**src/rtl/tr_pkg.sv**
```systemverilog
// Shared tuner package: step-generator state encodings and default widths,
// also imported by the manual-mode FSM.
package tr_pkg;

  localparam int WIDTH_MANUAL_DEF = 16;
  localparam int HP_WIDTH_DEF     = 16;
  localparam int DIR_SETUP_DEF    = 8;

  typedef enum logic [1:0] {
    ST_IDLE  = 2'd0,
    ST_SETUP = 2'd1,
    ST_HIGH  = 2'd2,
    ST_LOW   = 2'd3
  } tr_step_state_e;

  function automatic int max_int(input int a, input int b);
    return (a > b) ? a : b;
  endfunction

endpackage

```
**src/rtl/tr_sat_counter.sv**
```systemverilog
// Saturating up-counter with a synchronous clear that wins over a same-cycle
// increment; shared by the tuner's pulse counters.
module tr_sat_counter #(
  parameter int WIDTH = 32
) (
  input  logic             clk,
  input  logic             rst,
  input  logic             inc,
  input  logic             clr,
  output logic [WIDTH-1:0] count
);

  logic [WIDTH-1:0] count_q;
  logic [WIDTH-1:0] count_d;

  always_comb begin
    count_d = count_q;
    if (clr) begin
      count_d = '0;
    end else if (inc && (count_q != '1)) begin
      count_d = count_q + WIDTH'(1);
    end
  end

  always_ff @(posedge clk or negedge rst) begin
    if (!rst) begin
      count_q <= '0;
    end else begin
      count_q <= count_d;
    end
  end

  assign count = count_q;

endmodule

```
**src/rtl/tr_step_gen.sv**
```systemverilog
// Step/direction pulse generator for the motor driver: symmetric step pulses
// of programmable half-period with a direction setup gap before each reversal.
//
// state    | meaning
// ---------+------------------------------------------------------------
// ST_IDLE  | not running, step low, busy low
// ST_SETUP | dir_out just updated, step held low for DIR_SETUP clocks
// ST_HIGH  | step high for max(half_period,1) clocks
// ST_LOW   | step low for max(half_period,1) clocks, then decide next
module tr_step_gen
  import tr_pkg::*;
#(
  parameter int WIDTH_MANUAL = WIDTH_MANUAL_DEF,
  parameter int HP_WIDTH     = HP_WIDTH_DEF,
  parameter int DIR_SETUP    = DIR_SETUP_DEF
) (
  input  logic                      clk,
  input  logic                      rst,
  input  logic                      enable,
  input  logic                      dir,
  input  logic [HP_WIDTH-1:0]       half_period,
  input  logic                      clr_count,
  output logic                      step,
  output logic                      dir_out,
  output logic [2*WIDTH_MANUAL-1:0] count_N,
  output logic                      busy
);

  localparam int DS_LOAD = (DIR_SETUP > 1) ? DIR_SETUP - 1 : 0;
  localparam int TMR_W   = max_int(HP_WIDTH, $clog2(DIR_SETUP + 1));

  tr_step_state_e   state_q;
  logic [TMR_W-1:0] timer_q;
  logic             step_q;
  logic             dir_out_q;
  logic             busy_q;

  logic [TMR_W-1:0] hp_load;
  logic             tmr_done;
  logic             dir_chg;
  logic             enter_high;

  // Timer holds "clocks remaining minus one", so a zero half-period loads 0 like 1 does.
  assign hp_load    = (half_period == '0) ? '0 : TMR_W'(half_period - 1'b1);
  assign tmr_done   = (timer_q == '0);
  assign dir_chg    = (dir != dir_out_q);
  assign enter_high = enable &&
                      (((state_q == ST_IDLE)  && !dir_chg) ||
                       ((state_q == ST_SETUP) && tmr_done) ||
                       ((state_q == ST_LOW)   && tmr_done && !dir_chg));

  always_ff @(posedge clk or negedge rst) begin
    if (!rst) begin
      state_q   <= ST_IDLE;
      timer_q   <= '0;
      step_q    <= 1'b0;
      dir_out_q <= 1'b0;
      busy_q    <= 1'b0;
    end else begin
      case (state_q)
        ST_IDLE: begin
          if (enable) begin
            busy_q <= 1'b1;
            if (dir_chg) begin
              state_q   <= ST_SETUP;
              dir_out_q <= dir;
              timer_q   <= TMR_W'(DS_LOAD);
            end else begin
              state_q <= ST_HIGH;
              step_q  <= 1'b1;
              timer_q <= hp_load;
            end
          end
        end
        ST_SETUP: begin
          if (!tmr_done) begin
            timer_q <= timer_q - TMR_W'(1);
          end else if (enable) begin
            state_q <= ST_HIGH;
            step_q  <= 1'b1;
            timer_q <= hp_load;
          end else begin
            state_q <= ST_IDLE;
            busy_q  <= 1'b0;
          end
        end
        // Enable is deliberately ignored here so a started pulse always completes.
        ST_HIGH: begin
          if (!tmr_done) begin
            timer_q <= timer_q - TMR_W'(1);
          end else begin
            state_q <= ST_LOW;
            step_q  <= 1'b0;
            timer_q <= hp_load;
          end
        end
        ST_LOW: begin
          if (!tmr_done) begin
            timer_q <= timer_q - TMR_W'(1);
          end else if (!enable) begin
            state_q <= ST_IDLE;
            busy_q  <= 1'b0;
          end else if (dir_chg) begin
            state_q   <= ST_SETUP;
            dir_out_q <= dir;
            timer_q   <= TMR_W'(DS_LOAD);
          end else begin
            state_q <= ST_HIGH;
            step_q  <= 1'b1;
            timer_q <= hp_load;
          end
        end
        default: begin
          state_q <= ST_IDLE;
          step_q  <= 1'b0;
          busy_q  <= 1'b0;
          timer_q <= '0;
        end
      endcase
    end
  end

  tr_sat_counter #(
    .WIDTH(2*WIDTH_MANUAL)
  ) u_cnt (
    .clk   (clk),
    .rst   (rst),
    .inc   (enter_high),
    .clr   (clr_count),
    .count (count_N)
  );

  assign step    = step_q;
  assign dir_out = dir_out_q;
  assign busy    = busy_q;

endmodule

```
**config.mk**
```make
export PLATFORM = sky130hd
export DESIGN_NAME = tr_step_gen
export DESIGN_NICKNAME = d
export VERILOG_FILES = /design/src/rtl/tr_pkg.sv /design/src/rtl/tr_sat_counter.sv /design/src/rtl/tr_step_gen.sv
export SDC_FILE = /design/constraint.sdc
export NUM_CORES = 1
export LEC_CHECK = 0
export ABC_AREA = 1
export CAP_MARGIN = 20
export CORE_AREA = 10 10 122 96
export CTS_BUF_LIST = sky130_fd_sc_hd__clkbuf_8
export DETAILED_ROUTE_END_ITERATION = 10
export DIE_AREA = 0 0 132 106
export PLACE_DENSITY = 0.79
export SLEW_MARGIN = 20
export SYNTH_ARGS = -nofsm -noshare
export SYNTH_HDL_FRONTEND = slang
export SYNTH_SLANG_ARGS = --single-unit
export TNS_END_PERCENT = 10
```
**constraint.sdc**
```tcl
create_clock -name clk -period 4.1 [get_ports clk]
set_input_delay 1.025 -clock clk [delete_from_list [all_inputs] [get_ports clk]]
set_output_delay 1.025 -clock clk [all_outputs]
set_load 0.01 [all_outputs]
```
# After elaboration in Yosys (flattened, before gate mapping)
# Cells that the tools add are included.
# W data, S select, Z words.
[totals] out_inout_bits=35 elab_cells=74 in_bits=21 regBits=53
[classes] eq_ne=13 muxes=32 reduce_logical=20 add_sub_neg=3
[ops] cell="$mux W16" count=7
[ops] cell="$mux W32" count=2
[ops] cell="$pmux W16 S4" count=1
[ops] cell="$add A32 B1 Y32 const B" count=1
[ops] cell="$logic_not A16 Y1" count=2
[ops] cell="$ne A32 B32 Y1 const B" count=1
[ops] cell="$sub A16 B1 Y16 const B" count=2
[ops] cell="$mux W2" count=7
[ops] cell="$ne A2 B2 Y1 const B" count=6
[ops] cell="$reduce_and A4 Y1" count=3
[ops] cell="$mux W1" count=11
[ops] cell="$pmux W2 S4" count=1
[ops] cell="$logic_and A1 B1 Y1" count=6
[ops] cell="$reduce_bool A2 Y1" count=3
[ops] cell="$eq A2 B2 Y1 const B" count=2
[ops] cell="$pmux W1 S2" count=2
[ops] cell="$pmux W1 S4" count=1
[ops] cell="$ne A3 B3 Y1 const B" count=1
[ops] cell="$eq A2 B1 Y1 const B" count=1
[ops] cell="$logic_not A2 Y1" count=1
[ops] cell="$logic_or A1 B1 Y1" count=2
[ops] cell="$ne A2 B1 Y1 const B" count=1
[ops] cell="$reduce_and A2 Y1" count=1
[ops] cell="$reduce_or A2 Y1" count=1
[ops] cell="2 further kinds" count=2

# Depth between registers and ports, before layout
[depth] word_depth=9 mapped_depth=12

# Modules after synthesis
# From an unflattened synthesis, not the netlist that was laid out.
[hier_totals] cells_unflattened=718 hier_area_um2=4521.8
[by_module_without_submodules] module="tr_step_gen" cells_per_inst=373 area_each_um2=2278.4 instances=1
[by_module_without_submodules] module="tr_sat_counter" cells_per_inst=345 area_each_um2=2243.4 instances=1

# Worst setup path after synthesis
# OpenSTA, ideal clock, no wires.
[synth_timing] kind="input to register" from="input port half_period[0]" to="register timer_q[2]" path_stages=10 path_slack_ps=1909 arrival_time_ps=2114 setup_time_ps=77 path_cell_list="inv_1 -> ha_1 -> nand2_1 -> nor2_1 -> nand2_1 -> buf_2 -> nand3b_1 -> o21ai_0 -> nand2_1 -> a21oi_1"
[synth_via] elab_chain_cells=6 elab_cells_between_ends=10
[synth_lines] item="start: declaration" line="tr_step_gen.sv:21" source="input logic [HP_WIDTH-1:0] half_period,"
[synth_lines] item="$sub A16 B1 Y16 or $logic_not A16 Y1 (tied branches)" line="tr_step_gen.sv:44" source="assign hp_load = (half_period == '0) ? '0 : TMR_W'(half_period - 1'b1);"
[synth_lines] item="$mux W16 (*)" line="tr_step_gen.sv:44"
[synth_lines] item="$mux W16" line="tr_step_gen.sv:64, tr_step_gen.sv:103"
[synth_lines] item="$mux W16" line="tr_step_gen.sv:62" source="if (enable) begin"
[synth_lines] item="$mux W16" line="tr_step_gen.sv:98" source="if (!tmr_done) begin"
[synth_lines] item="$pmux W16 S4 (*)" line="tr_step_gen.sv:60" source="case (state_q)"
[synth_lines] item="end signal: assignment" line="tr_step_gen.sv:67" source="timer_q <= TMR_W'(DS_LOAD);"
[synth_lines] item="end signal: assignment" line="tr_step_gen.sv:99" source="timer_q <= timer_q - TMR_W'(1);"
[synth_lines] item="end signal: assignment" line="tr_step_gen.sv:106" source="timer_q <= TMR_W'(DS_LOAD);"
[synth_lines] item="end: declaration" line="tr_step_gen.sv:33" source="logic [TMR_W-1:0] timer_q;"
# Mark *: on every way between the ends. The rest lies on a longest branch, timed or not. The select of a mux whose other input is x is not followed.
# A chain may end at the register's enable or synchronous reset.

# Worst setup path after layout
[layout_timing] from="input port half_period[0]" to="register timer_q[7]"
# The elaborated chain is that of the path after synthesis.

==> results.yml <==
grt:
  grt_max_degree: 65
  grtUsageTotal_pct: 19.7
  grt_pass1_wl_um: 23600
  antenna_found_initial: 0
  grt_pass1_vias: 4825
  grt_overflow_total: 0
timing:
  relSlewSlack_pct: 36.1
  tns_ns: 0
  maxSlewViolCount: 0
  grt_setup_unrepaired: "false"
  setup_viol: 0
  fmax_mhz: 357
  min_period_ns: 2.80
  hold_violations: 0
  hold_slack_ns: 0.512
  worst_pin_slew_ns: 0.958
  skew_ns: 0.0173
  min_period_over_period_pct: 68.4
worst_setup_path:
  path_buf_inv: 2
  critPathMaxFanout: 24
  crit_chain: "clkdlybuf4s50_1, inv_1, ha_1, nand2_1, nor2_1, nand2_1, nand3_1, o21ai_0, nand2_1, a21oi_1"
  critPathSlowestCell: "nand2_1"
  r2r_slack_ns: 1.71
  end_kind: "flop"
  critPathKind: "in2reg"
  worstReg2RegEnd: "u_cnt.count[19]$_DFFE_PN0P_"
  crit_end: "timer_q[7]$_DFFE_PN0P_"
  required_ns: 4.35
  crit_start: "half_period[0]"
  critical_path.reg2reg.startpoint: "u_cnt.count[0]$_DFFE_PN0P_"
  cp_top_family: "simple AND/OR/NAND/NOR gates"
  crit_cells: 10
  crit_top_cell: "nand2_1"
  start_kind: "primary input"
  crit_arrival_ns: 3.06
  max_stage_delay_ns: 0.52
  rr_worst_depth: 9
final_layout:
  final_cell_mix: "nand2_1 (249), nor2_1 (94), inv_1 (88)"
  n_antenna_cell: 0
  instances_no_fill: 960
  fin_nets: 857
  syn_to_final_growth_pct: 13.6
  fin_util_pct: 60.3
  final_area_um2: 5680
  drive_above_1_share_pct: 9.18
  final_common_cell: "nand2_1"
detailed_routing:
  wl_per_cell_um: 15.0
  vias_per_cell: 5.59
  vias: 5370
  final_antenna_net_count: 0
  drc_errors: 0
  wl_um: 14400
  drt_iter0_markers: 536
  drt_first_pass_iters: 6
yosys:
  syn_inst: 785
  synthesis.area_um2: 5000
  synth_seq_cells: 53
  synthFlopType: "dfrtp_1"
  synthSimpleGateAreaFrac_pct: 49.1
  synth_compound_area_share_pct: 7.00
  synth_fp_nets: 815
  synth_top_family_by_area: "simple AND/OR/NAND/NOR gates"
  synth_warnings: 0
  async_reset_ff_share_pct: 100
  seq_area_frac_synth_pct: 26.5
  synthXorXnorAreaFrac_pct: 5.08
  synth_fa_ha_area_share_pct: 2.25
  synth.avg_cell_area_um2: 6.37
  synth_enable_flop_cells: 0
  synth_cell_types: 39
  yosys-mux-area-fraction_pct: 0
clocking:
  cts_made_buffers: 5
  path_clk_slew_ns: 0.12
  post_cts_resized: 0
  h-tree-depth: 2
  insertion_delay_ns: 0.33
  post_cts.repair.setup_buffers: 0
  clock-root-buffer: "clkbuf_8"
  cts_tree: "done"
  clockBufferDepth: 2
  holdBufCountCts: 0
  cts_num_sinks: 53
floorplan:
  fp-row-count: 31
  die_area_um2: 14000
  die_w_um: 132
  fp.dieH_um: 106
  num_io_pins: 56
  initial_core_util_pct: 53.1
  coreArea_um2: 9430
hold_path:
  hold_class: "reg2reg"
  whs_path_depth: 2
power:
  p_leak_nw: 2.76
  vdd_drop_max_uv: 413
  switching_share_pct: 50.3
  power_frac_comb_pct: 55.8
  clkPwrFrac_pct: 14.0
  p_int_w: 0.00115
  switchingPower_w: 0.00117
  pwr-share-seq_pct: 30.1
  pwr_density_cell_nw_per_um2: 409
placement:
  placed_cell_area_um2: 5590
  gp_congestion: 0.919
  dp_cells: 952
  io_buffer_count: 55
  hpwl_um: 10900
run_status:
  status: "finished clean"
flow_run:
  max_cap_violations: 0
## worst min-delay path: stages (launching register included)
cell     delay (ns)
dfrtp_1        0.36
o21ai_0        0.08
nand2_1        0.06
## state kept, by name, summed over array words and instances, names as in the netlist
register and flops:
step 1, u_cnt.count 32, state_q 2, dir_out 1, busy 1, timer_q 16
## per-stage QoR
stage	total power [W]	setup WS [ns]
after floorplan	0.00170	1.91
after global placement	0.00193	1.08
after detailed placement	0.00198	0.986
after CTS	0.00230	1.34
after global routing	0.00251	1.03
final	0.00232	1.30
## area by class of cell
type,count,area (um^2)
Timing Repair Buffer,59,576
Tap cell,132,165
Clock buffer,5,68.8
Fill cell,879,3740
Clock inverter,3,21.3
Multi-Input combinational cell,614,3170
Sequential cell,53,1330
Inverter,94,353
## synthesized netlist by cell type, types with 6 or more instances
library cell	count	share of area (%)
xnor2_1	12	2.1
dfrtp_1	53	27
nand3b_1	6	0.90
nand4_1	14	1.8
a21oi_1	24	2.4
nor2_1	94	7.1
nand3_1	85	8.5
o21ai_0	25	2.5
buf_2	8	0.80
xor2_1	17	3.0
nor2_2	6	0.75
ha_1	9	2.3
clkbuf_1	7	0.53
nand3_2	33	6.6
nand2_1	249	19
nor3_1	6	0.60
inv_1	88	6.6
## power groups by stage
stage	clock network [W]	logic (W)	registers, W
4_1_cts	0.000332	0.00127	0.000696
2_1_floorplan	0	0.00101	0.000693
5_1_grt	0.000349	0.00146	0.000709
6_report	0.000326	0.00130	0.000700
3_3_place_gp	0	0.00122	0.000704
3_5_place_dp	0	0.00127	0.000706
## layer usage
metal | global-route usage (%) | routed length [um] | part of all wire [%]
met1 | 28.1 | 6530 | 45
met2 | 29.8 | 6210 | 43
met3 | 4.56 | 1520 | 11
met4 | 3.88 | 102 | 0.71
met5 | 0 | 0 | 0
## how the worst min path moves through the flow
stage	startpoint	to	slack, ns
finish	step$_DFFE_PN0P_	step$_DFFE_PN0P_	0.51
global route	step$_DFFE_PN0P_	step$_DFFE_PN0P_	0.55
CTS	step$_DFFE_PN0P_	step$_DFFE_PN0P_	0.52
detailed placement	step$_DFFE_PN0P_	step$_DFFE_PN0P_	0.50
global placement	busy$_DFFE_PN0P_	busy$_DFFE_PN0P_	0.48
floorplan	busy$_DFFE_PN0P_	busy$_DFFE_PN0P_	0.52
## kinds of logic (layout without fill, tap and decap cells)
group / count (synthesis) / in the layout
xor+xnor: 29 / 29
buf+inv: 118 / 161
fa+ha+maj: 9 / 9
simple gates: 513 / 513
flops: 53 / 53
compound gates: 63 / 63
Power figures use the tool's default switching activity.
